## src/rtl/tt_capture_counter.sv

```systemverilog
// Time-tagging counter: a PPS-restarted cycle counter with per-channel trigger capture.
// Each channel holds its tag until acknowledged and flags edges that arrive while it is held.
module tt_capture_counter #(
  parameter int               WIDTH     = 28,
  parameter int               N_CH      = 2,
  parameter logic [WIDTH-1:0] MAX_COUNT = {WIDTH{1'b1}}
) (
  input  logic                  clk,
  input  logic                  res,
  input  logic                  ce,
  input  logic                  pps,
  input  logic [N_CH-1:0]       trig,
  input  logic [N_CH-1:0]       ack,
  output logic [WIDTH-1:0]      count,
  output logic [WIDTH-1:0]      pps_count,
  output logic                  pps_valid,
  output logic                  rollover,
  output logic [N_CH*WIDTH-1:0] tag,
  output logic [N_CH-1:0]       tag_valid,
  output logic [N_CH-1:0]       tag_ovf
);

  logic             pps_d;
  logic [N_CH-1:0]  trig_d;
  logic             pps_edge;
  logic [N_CH-1:0]  trig_edge;
  logic [WIDTH-1:0] tag_r [N_CH];

  assign pps_edge  = pps & ~pps_d;
  assign trig_edge = trig & ~trig_d;

  // Delay registers also follow the inputs during reset, so levels already high at release are not edges.
  always_ff @(posedge clk) begin
    pps_d  <= pps;
    trig_d <= trig;
  end

  always_ff @(posedge clk) begin
    if (!res) begin
      count     <= '0;
      pps_count <= '0;
      pps_valid <= 1'b0;
      rollover  <= 1'b0;
    end else begin
      pps_valid <= pps_edge;
      rollover  <= 1'b0;
      if (pps_edge) begin
        count     <= '0;
        pps_count <= count;
      end else if (ce) begin
        if (count == MAX_COUNT) begin
          count    <= '0;
          rollover <= 1'b1;
        end else begin
          count <= count + 1'b1;
        end
      end
    end
  end

  // An acknowledge on the same edge as a new trigger frees the slot, so the new edge is captured.
  always_ff @(posedge clk) begin
    if (!res) begin
      for (int i = 0; i < N_CH; i++) begin
        tag_r[i] <= '0;
      end
      tag_valid <= '0;
      tag_ovf   <= '0;
    end else begin
      for (int i = 0; i < N_CH; i++) begin
        if (trig_edge[i] && (!tag_valid[i] || ack[i])) begin
          tag_r[i]     <= count;
          tag_valid[i] <= 1'b1;
          tag_ovf[i]   <= 1'b0;
        end else if (trig_edge[i]) begin
          tag_ovf[i] <= 1'b1;
        end else if (ack[i]) begin
          tag_valid[i] <= 1'b0;
          tag_ovf[i]   <= 1'b0;
        end
      end
    end
  end

  for (genvar g = 0; g < N_CH; g++) begin : g_tag
    assign tag[g*WIDTH +: WIDTH] = tag_r[g];
  end

endmodule
```

## config.mk

```make
export PLATFORM = sky130hd
export DESIGN_NAME = tt_capture_counter
export DESIGN_NICKNAME = d
export VERILOG_FILES = /design/src/rtl/tt_capture_counter.sv
export SDC_FILE = /design/constraint.sdc
export NUM_CORES = 1
export LEC_CHECK = 0
export ABC_AREA = 1
export CAP_MARGIN = 20
export CORE_MARGIN = 1
export CORE_UTILIZATION = 40
export CTS_BUF_LIST = sky130_fd_sc_hd__clkbuf_4
export DETAILED_ROUTE_END_ITERATION = 6
export GPL_TIMING_DRIVEN = 0
export PLACE_DENSITY = 0.68
export SLEW_MARGIN = 20
export SYNTH_ARGS = -nofsm -noshare
export SYNTH_HDL_FRONTEND = slang
export SYNTH_SLANG_ARGS = --single-unit
```

## constraint.sdc

```tcl
create_clock -name clk -period 7.3 [get_ports clk]
set_clock_uncertainty 0.1 [all_clocks]
set_input_delay 1.46 -clock clk [delete_from_list [all_inputs] [get_ports clk]]
set_output_delay 1.46 -clock clk [all_outputs]
set_load 0.1 [all_outputs]
```

# After elaboration in Yosys (flattened, before gate mapping)
# Memories as Yosys holds them, arrays and structs flattened.
# Cells that the tools add are included.
# totals
out_inout_bits,118
ram_bits,56
inputBits,8
reg_bits,65
latchBits,0
word_cells,58
rom_bits,0
mem_count,1
# classes
addsub,1
mul,0
reduce_logical,16
shift,0
n_lt_le_gt_ge,0
n_div,0
n_eq_ne,3
n_bitwise,8
muxes,19
# memory_table
name,depth,word_bits,rd,rd_clocked_by_memory_dff,wr,line_no,source
tag_r,2,28,2,0,2,27,logic [WIDTH-1:0] tag_r [N_CH];
# op_table
op,n
two-way mux 28 bit,3
adder 28 x 1 -> 28 bit (second input constant),1
== test 28 bit (second input constant),1
two-way mux 1 bit,16
nonzero test 2 bit,4
OR reduction 2 bit,3
inequality test 2 x 1 -> 1 bit (second input constant),2
AND reduction 2 bit,2
NOT 1 bit,3
OR reduction 3 bit,1
AND 2 bit,1
logical AND 1 bit,2
zero test 1 bit,2
logical OR 1 bit,2
NOT 2 bit,1
OR 1 bit,2
AND 1 bit,1

# Longest topological paths before layout
# Gate-level depths: netlist of run 1.
# logic_depth
depth_word,7
ltp_mapped,9
depth_no_buf,9

# Least setup slack after synthesis of run 1
# No wires, ideal clock.
# synth_path
path_type,input port to flip-flop
startpoint,input port trig[0]
endpoint,"memory tag_r[0][0], enable pin"
setup_slack_ns,2.982
t_required_ns,6.746
t_arrival_ns,3.764
path_buffers,0
path_stages,4
setup_ns,0.454
path_cell_list,inv_1 -> nor2_1 -> inv_1 -> o21ai_0
# synth_lines
item,line_no,source
start: declaration,12,"input logic [N_CH-1:0] trig,"
end: declaration,27,

# Worst setup path after layout of run 1
# layout_path
startpoint,register count[0]
endpoint,output port count[0]
# layout_lines
item,line_no,source
start: declaration,14,"output logic [WIDTH-1:0] count,"
start signal: assignment,55,count <= count + 1'b1;
# No word-level cell between the ends.

==> results of run 1 <==
## cells by family (layout without fill, tap and decap cells)
| group | Yosys count | after routing | synth area share (%) |
|---|---|---|---|
| buffers and inverters | 68 | 227 | 6.13 |
| other | 0 | 1 | 0 |
| AND/OR/NAND/NOR | 230 | 230 | 22.8 |
| AO/OA/AOI/OAI | 49 | 49 | 5.59 |
| XOR/XNOR | 6 | 6 | 1.13 |
| adder cells (fa/ha/maj) | 1 | 1 | 0.269 |
| flip-flops | 121 | 121 | 64.1 |
## report_power, final
group | internal (mW) | leakage [nW] | switching (mW)
combinational | 0.0437 | 1.05 | 0.166
clock | 0.243 | 0.159 | 0.231
sequential | 0.726 | 1.13 | 0.00654
total | 1.01 | 2.34 | 0.404
## worst paths after layout
kind	cells after the start	startpoint	slack (ns)	endpoint
min	2	pps_count[7]	0.36	pps_count[7]
max	1	count[0]	3.54	count[0]
max reg2reg	6	tag_valid[1]	5.27	tag_r[0][17]
min reg2reg	2	pps_count[7]	0.36	pps_count[7]
## through the flow
step | utilization (%) | std cells | hold slack [ns] | total power [mW]
after floorplan | - | 475 | 0.393 | 0.905
after global placement | 53.5 | 743 | 0.340 | 0.953
after detailed placement | 54.2 | 745 | 0.344 | 0.959
after CTS | 56.7 | 777 | 0.367 | 1.43
after global routing | 56.7 | 778 | 0.388 | 1.47
final | 56.7 | 778 | 0.363 | 1.42
## cells in the mapped netlist, drive strengths merged
library cell | instances | area share [%]
a21oi | 7 | 0.83
nand2 | 93 | 8.0
nand4 | 10 | 1.5
edfxtp | 56 | 36
nand3 | 18 | 2.3
dfxtp | 65 | 28
buf | 7 | 1.2
o21ai | 38 | 4.2
o21a | 2 | 0.32
ha | 1 | 0.27
nor2 | 98 | 9.3
nor3 | 10 | 1.5
xor2 | 6 | 1.1
a31oi | 2 | 0.27
nand3b | 1 | 0.16
inv | 57 | 4.6
clkbuf | 4 | 0.32
## placed cells by master (no fill, tap or decap), types with 4 or more instances in the layout
cell type | netlist | routed
o21ai_0 | 35 | 33
edfxtp_1 | 56 | 56
nor2_1 | 85 | 85
clkdlybuf4s50_1 | 0 | 125
inv_1 | 56 | 56
xor2_1 | 6 | 6
clkbuf_4 | 0 | 20
nand2_1 | 87 | 87
nor2_4 | 4 | 4
nand2_2 | 4 | 4
nand3_1 | 16 | 16
dfxtp_1 | 65 | 65
a21oi_1 | 6 | 6
clkbuf_1 | 4 | 4
nand4_1 | 9 | 9
nor3_1 | 6 | 6
clkinv_2 | 0 | 5
nor3_2 | 4 | 4
buf_2 | 5 | 5
nor2_2 | 8 | 8
## final cells by class
cell class                 count  area, sq um
antenna                        1         2.50
buffer                        11         71.3
clock buffer                  20          150
clock inverter                12          134
fill                         992         4920
inverter                      57          214
multi-input combinational    286         1410
sequential                   121         2980
tap                          143          179
timing repair buffer         127         1310
## state kept, by name, indices dropped and copies added (netlist names)
register,count
pps_valid,1
count,28
pps_d,1
rollover,1
pps_count,28
tag_r,56
tag_ovf,2
tag_valid,2
trig_d,2
## worst reg2reg max path, delay by kind of cell (launching register included)
kind                   cells  cell delay, ns
DFF                        1            0.35
buffers and inverters      2            0.37
and+or+nand+nor            3            0.43
AOI/OAI and AO/OA          1            0.51
## metal layers
metal / track usage [%] / part of all wire [%]
met1: 23.6 / 44
met2: 32.1 / 51
met3: 4.62 / 4.3
met4: 6.86 / 1.3
met5: 0 / 0
==> metrics, run 1 <==
Vias/cell ~4.8; Syn Inst Count roughly 480; post-cts hold buffer count 0; latest clock arrival within the worst-skew pair about 0.5 ns; Setup Fix Bufs, Post-CTS 0; Setup Viol. Count Final 0; H-tree depth 4; final RePlAce weighted congestion ~0.86; min cycle time layout approximately 3.8 ns; PortBufs about 130; CTS resizes 0; core area between 0.01 and 0.015 sq mm; hpwl dp roughly 8400 um; CP delay by family, top buffers and inverters; Cell Chain, Critical Path clkdlybuf4s50_1; first-pass GRT wire length around 17000 um; Seq/Total Area, Yosys 64.1%; kind of critical path register to output pin; Critical Path RT 5.74 ns; design area ~0.0064 sq mm; initial DRC count about 140; Initial DRT Pass Iterations 5; CP Launch Type register; GR Util All Layers a little under a fifth; vias 3696; Top Ports ~130; pins over their slew limit 0; Mapped Avg Cell Area about 10 sq um; proportion of layout cells with a drive suffix above 1 10.9%; Final WS setup ~3.5 ns; Max Cap Viol 0; # rows 39; pre-CTS WS 3.69 ns; Worst-path clk slew approximately 0.1 ns; Hold Path Class register to register; Synth Net Count between 400 and 500; slowest cell on the critical path clkdlybuf4s50_1; clk sink count 121; #FFs+latches synth between 100 and 150; Clock Tree Root clkbuf_4; WL/cell about 14 um; CP Data Arrival Time approximately 2.2 ns; Initial Util about 41%; crit path max fanout 7; Die Span X between 100 and 150 um; RSZ-0062 raised after global routing no; Yosys warning count 0; mapped cell area 0.00466 sq mm; drc violations 0; Placed Area a little over 0.006 sq mm; wirelength, routed ~11000 um; initial antenna violation count 1; Final #Nets between 600 and 700; TritonCTS Buffers 17; Crit. End Element output pin; die area between 0.01 and 0.015 sq mm; Die H 110 um; CTS tree built; crit path buf inv count 1; Clock Path Buffers 2; total grt overflow 0; antenna-violating nets left 0; VDD IR-drop max just over 0.09 mV; Slew @ Worst Pin approximately 1 ns; Peak Freq between 200 and 300 MHz; final period utilization approximately half; largest net degree at the start of global routing 22; pwr/cell area about 220 mW/mm^2; Relative slew margins 32.7%; Crit path largest cell delay 1.19 ns; Lkg Pwr approximately 2.3 nW; Synth cell types 32; final count of hold timing violations 0; outcome complete, no violations; Fin Setup TNS 0 ns; Synth-to-Final Area Change 38.5%; vias in the first global route around 3400
Power figures use the tool's default switching activity.
==> run 2, diff against run 1 <==
==> constraint.sdc (replaced) <==
create_clock -name clk -period 3.9 [get_ports clk]
set_clock_uncertainty 0.1 [all_clocks]
set_input_delay 0.78 -clock clk [delete_from_list [all_inputs] [get_ports clk]]
set_output_delay 0.78 -clock clk [all_outputs]
set_load 0.1 [all_outputs]
==> results of run 2 <==
Same layout as run 1 (identical final DEF). Status: complete, no violations.
Main changes from that run: setup slack after placement 3.69 ns -> 0.971 ns; setup slack after layout 3.54 ns -> 0.818 ns; register-to-register setup slack 5.27 ns -> 1.87 ns; total power 1.42 mW -> 2.65 mW; worst IR drop on VDD 0.0906 mV -> 0.170 mV
==> run 3, diff against run 2 <==
==> constraint.sdc (replaced) <==
create_clock -name clk -period 2.88 [get_ports clk]
set_clock_uncertainty 0.1 [all_clocks]
set_input_delay 0.576 -clock clk [delete_from_list [all_inputs] [get_ports clk]]
set_output_delay 0.576 -clock clk [all_outputs]
set_load 0.1 [all_outputs]
==> run 3 against run 2 <==
- core utilization up 0.13 points
- critical path depth unchanged
- flip-flop and latch count unchanged
- worst hold slack better by 0.0068 ns
- via count down 0.97%
- register-to-register slack worse by 1.0 ns
- clock power up 38%
==> metrics, run 3 (synthesis gave the netlist of run 1 again) <==
final period utilization roughly 100%; pins over their slew limit 0; crit path max fanout 5; Worst-path clk slew 0.12 ns; clk sink count ~120; initial DRC count approximately 180; final RePlAce weighted congestion about 0.84; PortBufs between 100 and 150; design area about 0.0065 sq mm; first-pass GRT wire length roughly 17000 um; Die Span X roughly 110 um; largest registers tag_r: 56 flops, count: 28 flops, pps_count: 28 flops; Relative slew margins 32.2%; Peak Freq approximately 360 MHz; Initial DRT Pass Iterations 5; antenna-violating nets left 0; GR Util All Layers 19.2%; CP delay by family, top buffers and inverters; Clock Path Buffers 2; Fin Setup TNS 0 ns; # diodes 0; H-tree depth 4; Vias/cell ~4.7; Largest register FFs 56; # rows 39; outcome complete, no violations; Die H ~110 um; drc violations 0; wirelength, routed 11100 um; min cycle time layout 2.81 ns; slowest cell on the critical path clkdlybuf4s50_1; TritonCTS Buffers 17; Crit path largest cell delay ~1.2 ns; Setup crit end count[21]; initial antenna violation count 0; die area around 0.012 sq mm; proportion of layout cells with a drive suffix above 1 ~11%; latest clock arrival within the worst-skew pair between 0.5 and 0.6 ns; Clock Tree Root clkbuf_4; vias between 3000 and 4000; most frequent cells in the layout clkdlybuf4s50_1, nand2_1, nor2_1; Final #Nets between 600 and 700; CP Data Arrival Time between 2 and 2.5 ns; CTS tree built; Slew @ Worst Pin approximately 1.0 ns; pwr/cell area between 500 and 600 mW/mm^2; Hold Path Class register to register; core area ~0.011 sq mm; commonest non-fill, non-tap cell in the layout clkdlybuf4s50_1; Initial Util between 40% and 50%; Lkg Pwr about 2.6 nW; kind of critical path register to output pin; Crit. Startpoint count[21]; FF-to-FF End tag_r[0][48]; crit path buf inv count 1; r2r worst-path depth 6; Cell Chain, Critical Path clkdlybuf4s50_1; VDD IR-drop max 0.341 mV; Synth-to-Final Area Change 38.9%; hold depth 2; CP Launch Type register; Top reg by flops tag_r; Setup Fix Bufs, Post-CTS 0; total grt overflow 0; hpwl dp approximately 8400 um; final count of hold timing violations 0; flop-to-flop setup slack approximately 0.87 ns; FF-to-FF Start tag_valid[1]; Top Ports around 130; CP Depth 1; Critical Path RT around 2.2 ns; Crit. End Element output pin; vias in the first global route 3462; largest net degree at the start of global routing 22; Max Cap Viol 0; Setup Viol. Count Final 0; Placed Area 0.00616 sq mm; hold slack between 0.3 and 0.4 ns; WL/cell between 10 and 15 um
## run 3: what timing repair did
item / 4_1_cts / 5_1_grt
gates cloned: 0 / 0
hold buffers: 0 / 0
gates resized for setup: 11 / 12
setup endpoints to repair: 11 / 12
endpoints found under the hold margin: 0 / 0
## run 3: routing by layer
metal	vias to the layer above	track usage (%)	part of all wire, %
li1	1836	-	-
met1	1707	22.9	43
met2	103	32.9	51
met3	14	4.21	4.5
met4	0	9.05	1.7
met5	-	0	0
## run 3: worst min-delay path by stage
stage                            start      endpoint  slack (ns)
after floorplan              trig_d[1]    tag_ovf[1]        0.40
after global placement    pps_count[3]  pps_count[3]        0.34
after detailed placement  pps_count[1]  pps_count[1]        0.34
after CTS                 pps_count[1]  pps_count[1]        0.37
after global routing           trig[1]     trig_d[1]        0.38
final                     pps_count[1]  pps_count[1]        0.37
## run 3: cell type report
class | count | area (sq um)
multi-input cells | 286 | 1410
clock buffers | 17 | 128
repair buffers | 127 | 1320
flip-flops and latches | 121 | 2980
clock inverters | 14 | 158
well taps | 143 | 179
plain buffers | 11 | 71.3
inverters | 57 | 214
fillers | 1053 | 4900
## run 3: power breakdown
group          leakage [nW]  internal, mW  switching [mW]  total (mW)
clock                 0.148         0.586           0.635        1.22
combinational          1.33         0.109           0.422       0.532
sequential             1.13          1.84          0.0158        1.86
total                  2.60          2.53            1.07        3.61
## run 3: stage by stage
stage / setup WS, ns / std cells / util [%] / total power [mW]
after floorplan: 0.193 / 475 / - / 2.29
after global placement: -0.972 / 743 / 53.5 / 2.41
after detailed placement: 0.155 / 745 / 54.2 / 2.43
after CTS: 0.000897 / 776 / 56.6 / 3.64
after global routing: -0.00314 / 776 / 56.9 / 3.75
final: 0.0698 / 776 / 56.9 / 3.61
